$ cat src/rtl/muldiv_pkg.sv
// Shared types and constants for the multiply/divide sequencer.
package muldiv_pkg;

  localparam int unsigned XLEN = 32;

  typedef enum logic [1:0] {
    IDLE = 2'd0,
    RUN  = 2'd1,
    DONE = 2'd2
  } state_e;

  localparam logic [2:0] MUL    = 3'b000;
  localparam logic [2:0] MULH   = 3'b001;
  localparam logic [2:0] MULHSU = 3'b010;
  localparam logic [2:0] MULHU  = 3'b011;
  localparam logic [2:0] DIV    = 3'b100;
  localparam logic [2:0] DIVU   = 3'b101;
  localparam logic [2:0] REM    = 3'b110;
  localparam logic [2:0] REMU   = 3'b111;

  localparam logic [XLEN-1:0] DIVZ_Q  = 32'hFFFF_FFFF;
  localparam logic [XLEN-1:0] INT_MIN = 32'h8000_0000;

endpackage

$ cat src/rtl/muldiv_special.sv
// Detects divide-by-zero and signed overflow, which finish without the datapath.
module muldiv_special
  import muldiv_pkg::*;
(
  input  logic            is_div,
  input  logic            is_rem,
  input  logic            is_unsigned,
  input  logic [XLEN-1:0] rs1,
  input  logic [XLEN-1:0] rs2,
  output logic            special_c,
  output logic [XLEN-1:0] result_c
);

  always_comb begin
    special_c = 1'b0;
    result_c  = '0;
    if (is_div) begin
      if (rs2 == '0) begin
        special_c = 1'b1;
        result_c  = is_rem ? rs1 : DIVZ_Q;
      end else if (!is_unsigned && (rs1 == INT_MIN) && (rs2 == '1)) begin
        special_c = 1'b1;
        result_c  = is_rem ? '0 : INT_MIN;
      end
    end
  end

endmodule

$ cat src/rtl/muldiv_ctrl.sv
// Sequencer for the shared iterative mul/div datapath: start, step count,
// result capture and the decode-release handshakes.
module muldiv_ctrl
  import muldiv_pkg::*;
#(
  parameter int unsigned MUL_CYCLES = 33,
  parameter int unsigned DIV_CYCLES = 33
) (
  input  logic        clk,
  input  logic        Rst,
  input  logic        hold,
  input  logic        kill,
  input  logic        issue_valid,
  input  logic        issue_is_div,
  input  logic [2:0]  issue_funct3,
  input  logic [31:0] issue_rs1,
  input  logic [31:0] issue_rs2,
  output logic        dp_start,
  output logic        dp_step,
  output logic        dp_is_div,
  output logic [2:0]  dp_funct3,
  output logic [31:0] dp_a,
  output logic [31:0] dp_b,
  input  logic [31:0] dp_result,
  output logic        mul_ready,
  output logic        div_ready,
  output logic [31:0] mulres,
  output logic [31:0] divres,
  output logic        busy
);

  localparam int unsigned MAX_CYCLES = (MUL_CYCLES > DIV_CYCLES) ? MUL_CYCLES : DIV_CYCLES;
  localparam int unsigned CNT_W      = (MAX_CYCLES > 1) ? $clog2(MAX_CYCLES) : 1;
  localparam logic [CNT_W-1:0] MUL_LOAD = CNT_W'(MUL_CYCLES - 1);
  localparam logic [CNT_W-1:0] DIV_LOAD = CNT_W'(DIV_CYCLES - 1);

  state_e           state_q, state_d;
  logic [CNT_W-1:0] cnt_q, cnt_d;
  logic             is_div_q, is_div_d;
  logic [2:0]       funct3_q, funct3_d;
  logic [31:0]      a_q, a_d;
  logic [31:0]      b_q, b_d;
  logic [31:0]      mulres_q, mulres_d;
  logic [31:0]      divres_q, divres_d;

  logic             accept;
  logic             special_c;
  logic [31:0]      special_res_c;

  muldiv_special u_special (
    .is_div      (issue_is_div),
    .is_rem      (issue_funct3[1]),
    .is_unsigned (issue_funct3[0]),
    .rs1         (issue_rs1),
    .rs2         (issue_rs2),
    .special_c   (special_c),
    .result_c    (special_res_c)
  );

  always_ff @(posedge clk) begin
    if (!Rst) begin
      state_q  <= IDLE;
      cnt_q    <= '0;
      is_div_q <= 1'b0;
      funct3_q <= '0;
      a_q      <= '0;
      b_q      <= '0;
      mulres_q <= '0;
      divres_q <= '0;
    end else begin
      state_q  <= state_d;
      cnt_q    <= cnt_d;
      is_div_q <= is_div_d;
      funct3_q <= funct3_d;
      a_q      <= a_d;
      b_q      <= b_d;
      mulres_q <= mulres_d;
      divres_q <= divres_d;
    end
  end

  always_comb begin
    state_d   = state_q;
    cnt_d     = cnt_q;
    is_div_d  = is_div_q;
    funct3_d  = funct3_q;
    a_d       = a_q;
    b_d       = b_q;
    mulres_d  = mulres_q;
    divres_d  = divres_q;
    accept    = 1'b0;
    dp_start  = 1'b0;
    dp_step   = 1'b0;
    dp_is_div = is_div_q;
    dp_funct3 = funct3_q;
    dp_a      = a_q;
    dp_b      = b_q;

    case (state_q)
      IDLE: begin
        dp_is_div = issue_is_div;
        dp_funct3 = issue_funct3;
        accept    = issue_valid & ~hold & ~kill;
        if (accept) begin
          is_div_d = issue_is_div;
          funct3_d = issue_funct3;
          if (special_c) begin
            divres_d = special_res_c;
            state_d  = DONE;
          end else begin
            dp_start = 1'b1;
            dp_a     = issue_rs1;
            dp_b     = issue_rs2;
            a_d      = issue_rs1;
            b_d      = issue_rs2;
            cnt_d    = issue_is_div ? DIV_LOAD : MUL_LOAD;
            state_d  = RUN;
          end
        end
      end
      RUN: begin
        if (!hold && !kill) begin
          dp_step = 1'b1;
          if (cnt_q == '0) begin
            if (is_div_q) divres_d = dp_result;
            else          mulres_d = dp_result;
            state_d = DONE;
          end else begin
            cnt_d = cnt_q - CNT_W'(1);
          end
        end
      end
      DONE: begin
        if (!hold) state_d = IDLE;
      end
      default: state_d = IDLE;
    endcase

    // Flush wins over everything, including a frozen pipeline.
    if (kill) begin
      state_d = IDLE;
      cnt_d   = '0;
    end
  end

  assign mul_ready = (state_q == DONE) & ~is_div_q;
  assign div_ready = (state_q == DONE) &  is_div_q;
  assign busy      = (state_q != IDLE);
  assign mulres    = mulres_q;
  assign divres    = divres_q;

endmodule

$ cat config.mk
export PLATFORM = sky130hd
export DESIGN_NAME = muldiv_ctrl
export DESIGN_NICKNAME = d
export VERILOG_FILES = /design/src/rtl/muldiv_pkg.sv /design/src/rtl/muldiv_special.sv /design/src/rtl/muldiv_ctrl.sv
export SDC_FILE = /design/constraint.sdc
export NUM_CORES = 1
export LEC_CHECK = 0
export ABC_CLOCK_PERIOD_IN_PS = 6000
export CAP_MARGIN = 0
export CORE_MARGIN = 3
export CORE_UTILIZATION = 40
export CTS_CLUSTER_SIZE = 40
export DETAILED_ROUTE_END_ITERATION = 8
export GPL_TIMING_DRIVEN = 0
export PLACE_DENSITY = 0.71
export SETUP_SLACK_MARGIN = 0.3
export SLEW_MARGIN = 25
export SYNTH_ARGS = -nofsm -noshare
export SYNTH_HDL_FRONTEND = slang
export SYNTH_SLANG_ARGS = --single-unit
$ cat constraint.sdc
create_clock -name clk -period 6 [get_ports clk]
set_input_delay 1.2 -clock clk [delete_from_list [all_inputs] [get_ports clk]]
set_output_delay 1.2 -clock clk [all_outputs]
set_load 0.005 [all_outputs]
==> impl_metrics.env, run 1 <==
export IMPL_status="finished, final reports clean"
export IMPL_gr_usage_all_layers_pct=24.3
export IMPL_crit_path_end_kind="output pin"
export IMPL_hold_end="mulres[2]"
export IMPL_critical_path_reg2reg_startpoint="state_q[1]"
export IMPL_worstHoldPathCells=2
export IMPL_fin_worst_skew_ns=0.00680
export IMPL_synthToLayoutAreaGrowth_pct=46.0
export IMPL_yosys_warnings=0
export IMPL_number_of_pins_with_negative_max_slew_slack_in_the_final_report=0
export IMPL_clk_pin_slew_ns=0.06
export IMPL_power_density_cell_area_nw_per_um2=236
export IMPL_cp_start_kind="input pin"
export IMPL_hold_slack_ns=0.452
export IMPL_initial_core_util_pct=41.6
export IMPL_syn_area_um2=7310
export IMPL_ys_flop_type="sky130_fd_sc_hd__dfxtp_1"
export IMPL_final_min_period_over_clock_period_pct=92.8
export IMPL_num_rows=48
export IMPL_core_area_um2=17600
export IMPL_setup_repair_after_global_routing_missed_its_margin="false"
export IMPL_slew_headroom_pct=44.1
export IMPL_hp_class="flop to flop"
export IMPL_regToRegSetupSlack_ns=3.33
export IMPL_synthesis_instances=817
export IMPL_utilization_pct=60.7
export IMPL_clock_tree_htree_level_count=4
export IMPL_avgRoutedWirePerCell_um=18.8
export IMPL_yosys_cell_count_top_type="sky130_fd_sc_hd__nand2_1"
export IMPL_regArea_um2=2800
export IMPL_cts_inserted_buffers=17
export IMPL_latest_clock_arrival_within_the_worst_skew_pair_ns=0.42
export IMPL_number_of_global_route_vias_before_repair=7015
export IMPL_chipHeight_um=141
export IMPL_share_of_async_settable_or_async_resettable_flops_after_synthesis_pct=0
export IMPL_ff2ff_path_depth=7
export IMPL_timing_hold_violations_final=0
export IMPL_min_from="mulres[2]"
export IMPL_wire_length_of_the_first_global_routing_pass_mm=38.3
export IMPL_number_of_distinct_library_cell_variants_in_the_gate_level_netlist_after_synthesis=45
export IMPL_cap_viol_max_count=0
export IMPL_die_width_um=141
export IMPL_rr_endpoint="mulres[30]"
export IMPL_crit_path_max_fanout=10
export IMPL_clk_root_buffer_cell="sky130_fd_sc_hd__clkbuf_16"
export IMPL_synth_seq_area_share_pct=38.3
export IMPL_drc=0
export IMPL_cts_buffer_depth=2
export IMPL_ys_top_cells_by_area="sky130_fd_sc_hd__dfxtp_1 38%, sky130_fd_sc_hd__nand2_1 12%, sky130_fd_sc_hd__mux2_4 9.2%, sky130_fd_sc_hd__mux2i_1 9.2%, sky130_fd_sc_hd__o211a_1 4.2%"
export IMPL_via_count=7012
export IMPL_static_leakage_power_uw=0.00416
export IMPL_first_iter_violations=416
export IMPL_multi_input_area_um2=4160
export IMPL_post_synth_most_frequent_cells="237 x sky130_fd_sc_hd__nand2_1, 140 x sky130_fd_sc_hd__dfxtp_1, 67 x sky130_fd_sc_hd__mux2i_1"
export IMPL_cts_post_setup_buffers_inserted=0
export IMPL_place_congestion=0.828
export IMPL_timing_worst_slew_pin_value_ns=0.838
export IMPL_max_vdd_ir_drop_uv=194
export IMPL_max_freq_ghz=0.180
export IMPL_synth_edff_count=0
export IMPL_grt_overflow_total=0
export IMPL_synth_net_count=924
export IMPL_syn_mean_instance_area_um2=8.95
export IMPL_start_point_of_the_critical_path="issue_rs2[19]"
export IMPL_worstPathRequired_ns=4.80
export IMPL_hpwl_mm=18.9
export IMPL_post_route_cells_drive_above_1_share_pct=11.7
export IMPL_ys_ff_latch=140
export IMPL_io_buffers=240
export IMPL_drt_vias_per_instance=5.33
export IMPL_antenna_left=0
export IMPL_synth_top_cell_area_share_pct=38.3
export IMPL_grt_max_degree=17
export IMPL_finalWorstPathRequiredPeriod_ns=5.57
export IMPL_antenna_found_initial=1
export IMPL_drt_first_pass_iters=6
export IMPL_setup_tns_ns=0
export IMPL_cts_tree="built"
export IMPL_fin_nets=1183
export IMPL_cp_arrival_ns=4.37
export IMPL_critical_path_class="input pin to output pin"
export IMPL_io_pins=242
export IMPL_fp_dieArea_um2=19900
export IMPL_synth_top_area_cell="sky130_fd_sc_hd__dfxtp_1"
export IMPL_layout_filler_cells=1554
export IMPL_report_final_setup_viol=0
export IMPL_routed_wire_length_mm=24.8
export IMPL_number_of_clock_sinks=140
[critical path, stage by stage]
cell,delay (ns)
sky130_fd_sc_hd__clkdlybuf4s50_1,0.57
sky130_fd_sc_hd__nor4_1,0.29
sky130_fd_sc_hd__nand2_1,0.09
sky130_fd_sc_hd__or4_1,0.59
sky130_fd_sc_hd__buf_2,0.22
sky130_fd_sc_hd__nand2b_1,0.09
sky130_fd_sc_hd__o22ai_1,0.13
sky130_fd_sc_hd__buf_6,0.20
sky130_fd_sc_hd__buf_6,0.16
sky130_fd_sc_hd__mux2_4,0.30
sky130_fd_sc_hd__clkdlybuf4s50_1,0.52
[kinds of logic (layout without fill, tap and decap cells)]
logic type	Yosys count	after routing	share of synthesized area, %
adder cells (fa/ha/maj)	2	2	0.342
flip-flops	140	140	38.3
AO/OA/AOI/OAI	156	156	16.2
other	0	1	0
buffers and inverters	74	346	5.08
multiplexers	133	133	21.6
AND/OR/NAND/NOR	312	312	18.4
[state kept, by name, summed over array words and instances (netlist names)]
name,flops
a_q,32
divres,32
mulres,32
state_q,2
cnt_q,6
is_div_q,1
b_q,32
funct3_q,3
[layout make-up]
| cell class | count | share of cell area, % |
|---|---|---|
| diodes | 1 | 0.0234 |
| plain buffers | 67 | 3.23 |
| clock buffers | 22 | 4.63 |
| clock inverters | 10 | 1.50 |
| inverters | 7 | 0.246 |
| multi-input cells | 603 | 39.0 |
| flip-flops and latches | 140 | 26.3 |
| well taps | 225 | 2.64 |
| repair buffers | 240 | 22.5 |
[power by group]
part	total, uW	internal, uW	switching (uW)
Sequential	966	954	12.4
Combinational	395	218	176
Clock	1160	750	409
[placed cells by master, fill, tap and decap left out, types with 4 or more instances in the layout]
cell type,instances
sky130_fd_sc_hd__clkbuf_8,5
sky130_fd_sc_hd__o21ai_0,36
sky130_fd_sc_hd__mux2_2,21
sky130_fd_sc_hd__nor2b_1,7
sky130_fd_sc_hd__clkbuf_16,17
sky130_fd_sc_hd__or3_1,4
sky130_fd_sc_hd__inv_1,7
sky130_fd_sc_hd__o211a_1,31
sky130_fd_sc_hd__buf_6,9
sky130_fd_sc_hd__a21oi_1,8
sky130_fd_sc_hd__mux2i_1,67
sky130_fd_sc_hd__nor2_1,10
sky130_fd_sc_hd__nor3_1,8
sky130_fd_sc_hd__a21boi_0,18
sky130_fd_sc_hd__clkbuf_1,45
sky130_fd_sc_hd__a21boi_1,14
sky130_fd_sc_hd__nand4_1,7
sky130_fd_sc_hd__buf_2,9
sky130_fd_sc_hd__mux2_4,45
sky130_fd_sc_hd__buf_4,4
sky130_fd_sc_hd__clkdlybuf4s50_1,240
sky130_fd_sc_hd__o2111ai_1,31
sky130_fd_sc_hd__nor4_1,13
sky130_fd_sc_hd__dfxtp_1,140
sky130_fd_sc_hd__clkinvlp_4,4
sky130_fd_sc_hd__bufinv_16,4
sky130_fd_sc_hd__nand2_1,237
[worst max path at each step]
stage | endpoint | slack (ns) | depth (start not counted)
global route | dp_a[28] | 0.32 | 10
CTS | dp_a[20] | 0.41 | 10
global placement | dp_a[20] | 0.41 | 10
floorplan | dp_a[0] | 1.87 | 9
detailed placement | dp_a[20] | 0.41 | 10
finish | dp_a[28] | 0.43 | 11
[per-layer routing]
metal	GRT usage [%]	vias up	routed length (um)
met5	0	-	0
met4	7.90	0	616
met3	6.11	42	1710
met2	38.4	263	11500
met1	32.5	3281	11000
li1	-	3426	-
[through the flow]
| stage | total power, uW | instance area (um2) | setup slack (ns) | std cells |
|---|---|---|---|---|
| 4_1_cts | 2530 | 10700 | 0.411 | 1314 |
| 6_report | 2520 | 10700 | 0.430 | 1315 |
| 5_1_grt | 2610 | 10700 | 0.317 | 1315 |
| 2_1_floorplan | 1160 | 7310 | 1.87 | 817 |
| 3_3_place_gp | 1370 | 10000 | 0.408 | 1282 |
| 3_5_place_dp | 1380 | 10000 | 0.408 | 1282 |
[repair_timing]
action,in CTS,in global routing
hold buffers,0,0
setup endpoints to repair,0,45
gates resized for setup,0,4
Note: power is estimated with default switching activity, not from simulation.
==> run 2, diff against run 1 <==
--- a/config.mk
+++ b/config.mk
@@ -5,6 +5,7 @@
 export SDC_FILE = /design/constraint.sdc
 export NUM_CORES = 1
 export LEC_CHECK = 0
+export ABC_AREA = 0
 export ABC_CLOCK_PERIOD_IN_PS = 6000
 export CAP_MARGIN = 0
 export CORE_MARGIN = 3
@@ -13,6 +14,7 @@
 export DETAILED_ROUTE_END_ITERATION = 8
 export GPL_TIMING_DRIVEN = 0
 export PLACE_DENSITY = 0.71
+export REMOVE_ABC_BUFFERS = 1
 export SETUP_SLACK_MARGIN = 0.3
 export SLEW_MARGIN = 25
 export SYNTH_ARGS = -nofsm -noshare
==> run 2 against run 1 <==
Net effect: first-iteration DRC count decreased by 15%; combinational power about the same; power fell by 5.8%; critical path type unchanged; flip-flop and latch count did not move; sequential power barely moved; final area up 1.9%; count of clock-buffer cells in the layout is 3 higher; setup slack lost 0.055 ns; sequential share of layout area down 0.48 points.
==> impl_metrics.env, run 2 (synthesis gave the netlist of run 1 again) <==
export IMPL_status="finished, final reports clean"
export IMPL_cap_viol_max_count=0
export IMPL_fin_nets=1145
export IMPL_number_of_global_route_vias_before_repair=6714
export IMPL_final_common_cell="sky130_fd_sc_hd__nand2_1"
export IMPL_core_area_um2=17600
export IMPL_report_final_setup_viol=0
export IMPL_chipHeight_um=141
export IMPL_crit_top_cell="sky130_fd_sc_hd__buf_16"
export IMPL_num_rows=48
export IMPL_post_place_cells=1235
export IMPL_critical_path_class="input pin to output pin"
export IMPL_cp_arrival_ns=4.42
export IMPL_post_route_cells_drive_above_1_share_pct=14.0
export IMPL_drt_vias_per_instance=5.36
export IMPL_cts_buffer_depth=2
export IMPL_sequential_cell_fraction_of_total_power_pct=40.7
export IMPL_timing_hold_violations_final=0
export IMPL_drt_first_pass_iters=6
export IMPL_fp_dieArea_um2=19900
export IMPL_cp_start_kind="input pin"
export IMPL_place_congestion=0.813
export IMPL_slew_headroom_pct=34.0
export IMPL_final_min_period_over_clock_period_pct=93.7
export IMPL_mostFrequentLayoutCells="237 x sky130_fd_sc_hd__nand2_1, 197 x sky130_fd_sc_hd__clkdlybuf4s50_1, 140 x sky130_fd_sc_hd__dfxtp_1"
export IMPL_timing_worst_slew_pin_value_ns=0.987
export IMPL_clk_pin_slew_ns=0.06
export IMPL_power_net_switching_uw=584
export IMPL_grt_overflow_total=0
export IMPL_crit_path_end_kind="output pin"
export IMPL_avgRoutedWirePerCell_um=18.8
export IMPL_worstPathRequired_ns=4.80
export IMPL_max_freq_ghz=0.178
export IMPL_initial_core_util_pct=41.6
export IMPL_cts_inserted_buffers=17
export IMPL_first_iter_violations=354
export IMPL_grt_max_degree=123
export IMPL_antenna_found_initial=0
export IMPL_setup_repair_after_global_routing_missed_its_margin="false"
export IMPL_power_switching_share_pct=24.6
export IMPL_intPower_uw=1790
export IMPL_combPwrFrac_pct=16.6
export IMPL_number_of_pins_with_negative_max_slew_slack_in_the_final_report=0
export IMPL_synthToLayoutAreaGrowth_pct=48.7
export IMPL_clock_power_share_pct=42.7
export IMPL_max_vdd_ir_drop_uv=220
export IMPL_total_power_uw=2370
export IMPL_critical_path_cell_chain="clkdlybuf4s50_1, nor4_4, nand4_1, or3_4, nor2_4, o22ai_4, buf_16, buf_16, buf_8, buf_16, buf_16, mux2_4, clkdlybuf4s50_1"
export IMPL_hp_class="flop to flop"
export IMPL_crit_path_max_fanout=18
export IMPL_clk_root_buffer_cell="sky130_fd_sc_hd__clkbuf_16"
export IMPL_utilization_pct=61.8
export IMPL_post_cts_hold_buffer_count=0
export IMPL_cp_slowest_stage_delay_ns=0.49
export IMPL_number_of_clock_sinks=140
export IMPL_io_pins=242
export IMPL_die_width_um=141
export IMPL_io_buffers=241
export IMPL_clock_tree_htree_level_count=4
export IMPL_gr_usage_all_layers_pct=23.3
export IMPL_wire_length_of_the_first_global_routing_pass_mm=37.1
export IMPL_routed_wire_length_mm=23.9
export IMPL_antenna_left=0
export IMPL_fin_worst_skew_ns=0.0116
export IMPL_finalWorstPathRequiredPeriod_ns=5.62
export IMPL_power_density_cell_area_nw_per_um2=218
export IMPL_cpMaxStageDelayCell="sky130_fd_sc_hd__clkdlybuf4s50_1"
export IMPL_static_leakage_power_uw=0.00440
export IMPL_via_count=6828
export IMPL_hpwl_mm=16.4
export IMPL_drc=0
export IMPL_antenna_diode_count=0
export IMPL_cts_tree="built"
export IMPL_fin_cells=1274
export IMPL_latest_clock_arrival_within_the_worst_skew_pair_ns=0.42
-- run 2: layer usage --
metal	global-route usage, %	routed length [um]	vias up
li1	-	-	3349
met3	7.36	1680	30
met5	0	0	-
met4	6.12	444	0
met2	38.5	11400	218
met1	29.5	10400	3231
-- run 2: cell type report --
class / count / area [um2]
clock buffer: 25 / 495
inverter: 7 / 26.3
clock inverter: 5 / 60.1
sequential: 140 / 2800
multi-input combinational: 603 / 4330
fill: 1535 / 6720
timing repair buffer: 269 / 2880
tap: 225 / 282
-- run 2: power groups by stage --
stage          clock [uW]  sequential [uW]  combinational (uW)
2_1_floorplan           0              984                 197
3_3_place_gp            0              986                 437
3_5_place_dp            0              987                 393
4_1_cts              1030              967                 393
5_1_grt              1080              969                 420
6_report             1010              967                 393
-- run 2: what timing repair did --
item,4_1_cts,5_1_grt
cloned,1,0
pin swaps,17,12
endpoints found under the setup margin,64,27
buffers inserted,6,2
hold endpoints to repair,0,0
resized for setup,46,21
-- run 2: per-stage QoR --
stage	cell area, um2	hold WS, ns	setup TNS (ns)	setup slack, ns
finish	10900	0.452	0	0.375
global route	10900	0.464	0	0.217
CTS	10800	0.455	0	0.301
detailed placement	10100	0.447	-10.72	-0.478
global placement	9660	0.440	-1436.85	-11.84
floorplan	6970	0.432	-841.59	-7.40
-- run 2: worst paths after layout --
kind | startpoint | end | slack (ns) | cells past startpoint
worst min register to register | mulres[5] | mulres[5] | 0.45 | 2
worst max-delay path | issue_rs1[19] | dp_b[17] | 0.38 | 13
worst max register to register | state_q[1] | b_q[30] | 3.03 | 10
worst min-delay path | mulres[5] | mulres[5] | 0.45 | 2
-- run 2: critical path: cells and delay by family --
kind	cells	cell delay, ns
AND/OR/NAND/NOR	4	1.05
multiplexers	1	0.31
AO/OA/AOI/OAI	1	0.10
buffers and inverters	7	1.73
